### config.mk
export PLATFORM = sky130hd
export DESIGN_NAME = if_fetch_ctrl
export DESIGN_NICKNAME = d
export VERILOG_FILES = /design/src/rtl/if_fetch_ctrl_pkg.sv /design/src/rtl/if_fetch_ctrl.sv
export SDC_FILE = /design/constraint.sdc
export NUM_CORES = 1
export LEC_CHECK = 0
export BUFFER_PORTS_ARGS = -buffer_cell sky130_fd_sc_hd__clkbuf_2
export CORE_UTILIZATION = 53
export CTS_BUF_LIST = sky130_fd_sc_hd__clkbuf_2
export CTS_CLUSTER_SIZE = 20
export DETAILED_ROUTE_END_ITERATION = 12
export GPL_ROUTABILITY_DRIVEN = 0
export PLACE_DENSITY = 0.94
export SYNTH_ARGS = -nofsm -noshare
export SYNTH_HDL_FRONTEND = slang
export SYNTH_SLANG_ARGS = --single-unit
### constraint.sdc
create_clock -name clk -period 3 [get_ports clk]
set_input_delay 0.15 -clock clk [delete_from_list [all_inputs] [get_ports clk]]
set_output_delay 0.15 -clock clk [all_outputs]
set_load 0.01 [all_outputs]
### src/rtl/if_fetch_ctrl_pkg.sv
// Shared widths, stall polarity and fetch FSM encoding for the instruction-fetch controller.
package if_fetch_ctrl_pkg;

  localparam int unsigned INST_ADDR_W = 32;
  localparam int unsigned INST_W      = 32;
  localparam int unsigned STALL_W     = 6;

  localparam logic STOP    = 1'b1;
  localparam logic NO_STOP = 1'b0;

  localparam logic [INST_W-1:0] ZERO_WORD    = 32'h0000_0000;
  localparam logic [INST_W-1:0] NOP_INST_DEF = 32'h0000_0000;

  typedef enum logic [1:0] {
    S_IDLE    = 2'd0,
    S_REQ     = 2'd1,
    S_HOLD    = 2'd2,
    S_DISCARD = 2'd3
  } fetch_state_e;

  // A bus read is outstanding in these states; the request line follows it.
  function automatic logic bus_busy(input fetch_state_e s);
    return (s == S_REQ) || (s == S_DISCARD);
  endfunction

endpackage

### src/rtl/if_fetch_ctrl.sv
// Instruction-fetch controller: one bus read per PC, stall request while waiting,
// hold buffer for stalled pipelines, flush discard and fetch timeout.
module if_fetch_ctrl
  import if_fetch_ctrl_pkg::*;
#(
  parameter int unsigned       TIMEOUT_CYCLES = 255,
  parameter logic [INST_W-1:0] NOP_INST       = NOP_INST_DEF
) (
  input  logic                   clk,
  input  logic                   rst,
  input  logic                   ce,
  input  logic [INST_ADDR_W-1:0] pc,
  input  logic [STALL_W-1:0]     stall,
  input  logic                   flush,
  output logic                   ibus_req,
  output logic [INST_ADDR_W-1:0] ibus_addr,
  input  logic                   ibus_ack,
  input  logic [INST_W-1:0]      ibus_rdata,
  output logic [INST_W-1:0]      inst_o,
  output logic                   stallreq_if,
  output logic                   timeout_o
);

  localparam int unsigned      CNT_W   = $clog2(TIMEOUT_CYCLES + 1);
  localparam logic [CNT_W-1:0] CNT_MAX = CNT_W'(TIMEOUT_CYCLES);

  fetch_state_e           r_state;
  fetch_state_e           w_state_nxt;
  logic [CNT_W-1:0]       r_cnt;
  logic [CNT_W-1:0]       w_cnt_nxt;
  logic [INST_W-1:0]      r_buf;
  logic [INST_ADDR_W-1:0] r_addr;
  logic                   r_timeout;
  logic                   w_expired;
  logic                   w_hold_ld;
  logic                   w_addr_ld;
  logic                   w_unused_stall;

  // Only the IF/ID hold bit matters to fetch; the rest of the vector is for later stages.
  assign w_unused_stall = ^{stall[STALL_W-1:2], stall[0]};

  assign w_expired = (r_cnt == CNT_MAX) && !ibus_ack;

  // State register.
  always_ff @(posedge clk) begin
    if (rst) begin
      r_state <= S_IDLE;
    end else begin
      r_state <= w_state_nxt;
    end
  end

  // Next-state logic; a request is never withdrawn before its ack except on timeout or reset.
  always_comb begin
    w_state_nxt = r_state;
    w_hold_ld   = 1'b0;
    w_addr_ld   = 1'b0;
    case (r_state)
      S_IDLE: begin
        if (ce && !flush) begin
          w_state_nxt = S_REQ;
          w_addr_ld   = 1'b1;
        end
      end
      S_REQ: begin
        if (ibus_ack) begin
          if (flush) begin
            w_state_nxt = S_IDLE;
          end else if (stall[1] == STOP) begin
            w_state_nxt = S_HOLD;
            w_hold_ld   = 1'b1;
          end else begin
            w_state_nxt = S_IDLE;
          end
        end else if (w_expired) begin
          w_state_nxt = S_IDLE;
        end else if (flush || !ce) begin
          w_state_nxt = S_DISCARD;
        end
      end
      S_HOLD: begin
        if (flush || !ce || (stall[1] == NO_STOP)) begin
          w_state_nxt = S_IDLE;
        end
      end
      S_DISCARD: begin
        if (ibus_ack || w_expired) begin
          w_state_nxt = S_IDLE;
        end
      end
      default: begin
        w_state_nxt = S_IDLE;
      end
    endcase
  end

  // Pipeline-facing outputs; the ack/rdata paths are combinational so a zero-wait fetch costs no extra cycle.
  always_comb begin
    inst_o      = NOP_INST;
    stallreq_if = NO_STOP;
    case (r_state)
      S_IDLE: begin
        stallreq_if = ce;
      end
      S_REQ: begin
        stallreq_if = !ibus_ack;
        if (ibus_ack && !flush) begin
          inst_o = ibus_rdata;
        end
      end
      S_HOLD: begin
        inst_o = r_buf;
      end
      S_DISCARD: begin
        stallreq_if = STOP;
      end
      default: begin
        inst_o      = NOP_INST;
        stallreq_if = NO_STOP;
      end
    endcase
  end

  // Wait counter restarts whenever a bus-busy state is (re)entered.
  always_comb begin
    w_cnt_nxt = '0;
    if (bus_busy(w_state_nxt) && (w_state_nxt == r_state)) begin
      w_cnt_nxt = r_cnt + CNT_W'(1);
    end
  end

  // Address, hold buffer, wait counter and timeout pulse.
  always_ff @(posedge clk) begin
    if (rst) begin
      r_addr    <= ZERO_WORD;
      r_buf     <= ZERO_WORD;
      r_cnt     <= '0;
      r_timeout <= 1'b0;
    end else begin
      if (w_addr_ld) begin
        r_addr <= pc;
      end
      if (w_hold_ld) begin
        r_buf <= ibus_rdata;
      end
      r_cnt     <= w_cnt_nxt;
      r_timeout <= (w_cnt_nxt == CNT_MAX);
    end
  end

  assign ibus_req  = bus_busy(r_state);
  assign ibus_addr = r_addr;
  assign timeout_o = r_timeout;

endmodule

==> results.py <==
metrics = {
    "place": {
        "preCtsSetupSlack_ns": 0.877,
        "place_area_mm2": 0.00400,
        "dpl.hpwl_um": 5820,
        "numPortBuffers": 136,
        "dp_cells": 616,
    },
    "yosys": {
        "synthesis.instances": 431,
        "ys_seq_area_frac": 0.453,
        "synth_seq_cells": 75,
        "synth_nets": 512,
        "syn-cell-area_mm2": 0.00331,
        "yosys.cell_types.count": 33,
        "synth.avg_cell_area_um2": 7.69,
        "yosysWarnings": 0,
    },
    "routing": {
        "drt_iter0_drc": 229,
        "via_per_inst": 5.45,
        "ant_nets": 0,
        "wirelength_um": 10400,
        "drt_first_pass_iters": 4,
        "num_vias": 3795,
        "drc_errors": 0,
        "post_drt_wl_per_cell_um": 15.0,
    },
    "sta": {
        "tns_ns": 0,
        "fmax_mhz": 390,
        "skew_ns": 0.0173,
        "slew_headroom": 0.230,
        "drv_slew": 0,
        "timing.final.crit_period_ns": 2.56,
        "final-hold-violation-count": 0,
        "setup_violations": 0,
        "finalCritPeriodShare": 0.854,
        "worstMarginPinSlew_ns": 1.16,
        "setup_slack_ns": 0.437,
        "rsz0062_at_grt": "false",
        "hold_slack_ns": 0.107,
    },
    "critical_path": {
        "worst_ep_arrival_time_ns": 2.41,
        "cp_slowest_cell": "ha_1",
        "startpoint": "r_state[1]",
        "startpoint_type": "flip-flop",
        "setup.worst_path.class": "reg -> out",
        "cpPeakStageDelay_ns": 0.82,
        "path_buf_inv": 2,
        "rr_startpoint": "r_state[1]",
        "path_delay_family": "adder cells",
        "cp.required_ns": 2.85,
        "cp-end-kind": "output port",
        "path_cells": "inv_1, ha_1, nor2b_1, clkbuf_2",
        "path_max_fanout": 32,
    },
    "grt": {
        "antenna_found_initial": 0,
        "grt_pass1_wl_um": 16000,
        "grt_usage": 0.317,
        "grt_max_degree": 38,
        "grt_pass1_vias": 3657,
        "overflow": 0,
    },
    "clock_tree": {
        "htreeDepth": 3,
        "cts_post_setup_buffers_inserted": 0,
        "cts_buffers": 9,
        "cts_root_buffer": "clkbuf_2",
        "clock_latency_ns": 0.49,
        "cts.sinks": 75,
        "path_clk_slew_ns": 0.19,
        "tritoncts": "done",
        "clk_path_buf_depth": 2,
    },
    "min_path": {
        "worstHoldPathType": "in -> reg",
        "hp-start": "stall[1]",
    },
    "floorplanning": {
        "start_util": 0.553,
        "fp.dieH_um": 81.1,
        "dieArea_mm2": 0.00657,
        "dieWidth_um": 81.1,
        "rows": 28,
        "core-area_mm2": 0.00599,
        "num_io_pins": 142,
    },
    "status": {
        "status": "finished clean",
    },
    "finish": {
        "fin_nets": 697,
        "final_cell_mix": "clkbuf_2, nand2_1, dfxtp_1",
        "n_antenna_cell": 0,
        "nFillCells": 414,
        "syn2layout_area_growth_pct": 43.2,
        "stdcell_area_mm2": 0.00474,
        "fin_util": 0.792,
        "regArea_mm2": 0.00150,
        "finalNonFillerCells": 696,
        "layout-drive-gt1-share": 0.256,
        "layout_commonest_cell": "clkbuf_2",
        "multi_input_area_mm2": 0.00167,
    },
    "power": {
        "power_leakage_nw": 1.92,
        "powerDensity_mw_per_mm2": 403,
        "power_mw": 1.91,
        "peakVddDrop_v": 0.000475,
    },
    "job": {
        "cap_violations": 0,
    },
}
[per-layer routing]
| metal | GRT usage | wire [µm] |
|---|---|---|
| met5 | 0 | 0 |
| met4 | 0.161 | 335 |
| met3 | 0.0730 | 775 |
| met2 | 0.584 | 5380 |
| met1 | 0.334 | 3940 |
[flip-flops by register name, indices dropped and copies added (netlist names)]
register / count
ibus_addr: 32
timeout_o: 1
r_state: 2
r_cnt: 8
r_buf: 32
[report_power, final]
part,switching (mW),internal [mW]
clock,0.345,0.190
sequential,0.0198,1.03
combinational,0.168,0.161
total,0.532,1.38
[worst min-delay path: cells and delay by family]
kind                   cells  cell delay [ns]
AND/OR/NAND/NOR            1             0.14
AO/OA/AOI/OAI              2             0.15
buffers and inverters      1             0.12
[cell families (layout without fill, tap and decap cells)]
kind of cell,count (synthesis),after routing,share of synthesized area
AOI/OAI and AO/OA,109,109,0.193
xor gates and xnor gates,6,6,0.0159
and+or+nand+nor,200,200,0.271
adders and majority gates,6,6,0.0227
buffers and inverters,35,225,0.0438
DFF,75,75,0.453
[synthesized netlist by cell type]
library cell  count  area [µm²]
and3_1            2        12.5
nor2_1           11        41.3
a211o_1           1        8.76
nand2_1         132         495
o21ai_0           1        5.00
nand4b_1          1        8.76
o21ai_1           2        10.0
o21bai_1          1        7.51
a21oi_1          67         335
buf_2            11        55.1
and3_2            1        7.51
and2b_1           1        7.51
nand3_1           5        25.0
o211ai_1          1        7.51
inv_1             3        11.3
o31ai_1           1        7.51
nand3b_1          1        7.51
and2_1            3        18.8
nand4_1           2        12.5
a31oi_1           3        18.8
a22oi_1          32         240
clkbuf_1         20        75.1
nand3_2           1        10.0
or4_1             1        7.51
nor2b_1          34         213
buf_1             1        3.75
ha_1              6        75.1
nand2b_1          3        18.8
xnor2_1           3        26.3
xor2_1            3        26.3
dfxtp_1          75        1500
nor2_2            1        6.26
or2_2             1        6.26
[final cells by class]
cell class,count,area share
Tap cell,75,0.0198
Timing Repair Buffer,206,0.288
Multi-Input combinational cell,321,0.351
Clock inverter,6,0.0116
Clock buffer,10,0.0105
Inverter,3,0.00237
Sequential cell,75,0.316
[final timing paths]
| kind | to | slack, ns | cells after the start |
|---|---|---|---|
| worst max-delay path | inst_o[4] | 0.44 | 4 |
| worst min-delay path | r_state[1] | 0.11 | 4 |
| worst max register to register | r_buf[31] | 0.78 | 5 |
| worst min register to register | ibus_addr[9] | 0.47 | 2 |
[repair_timing]
action                                 in CTS  in global routing
endpoints found under the hold margin      64                  0
gates resized for setup                     0                  0
hold buffers                               64                  0
No activity file was read; power rests on OpenSTA's default activity.
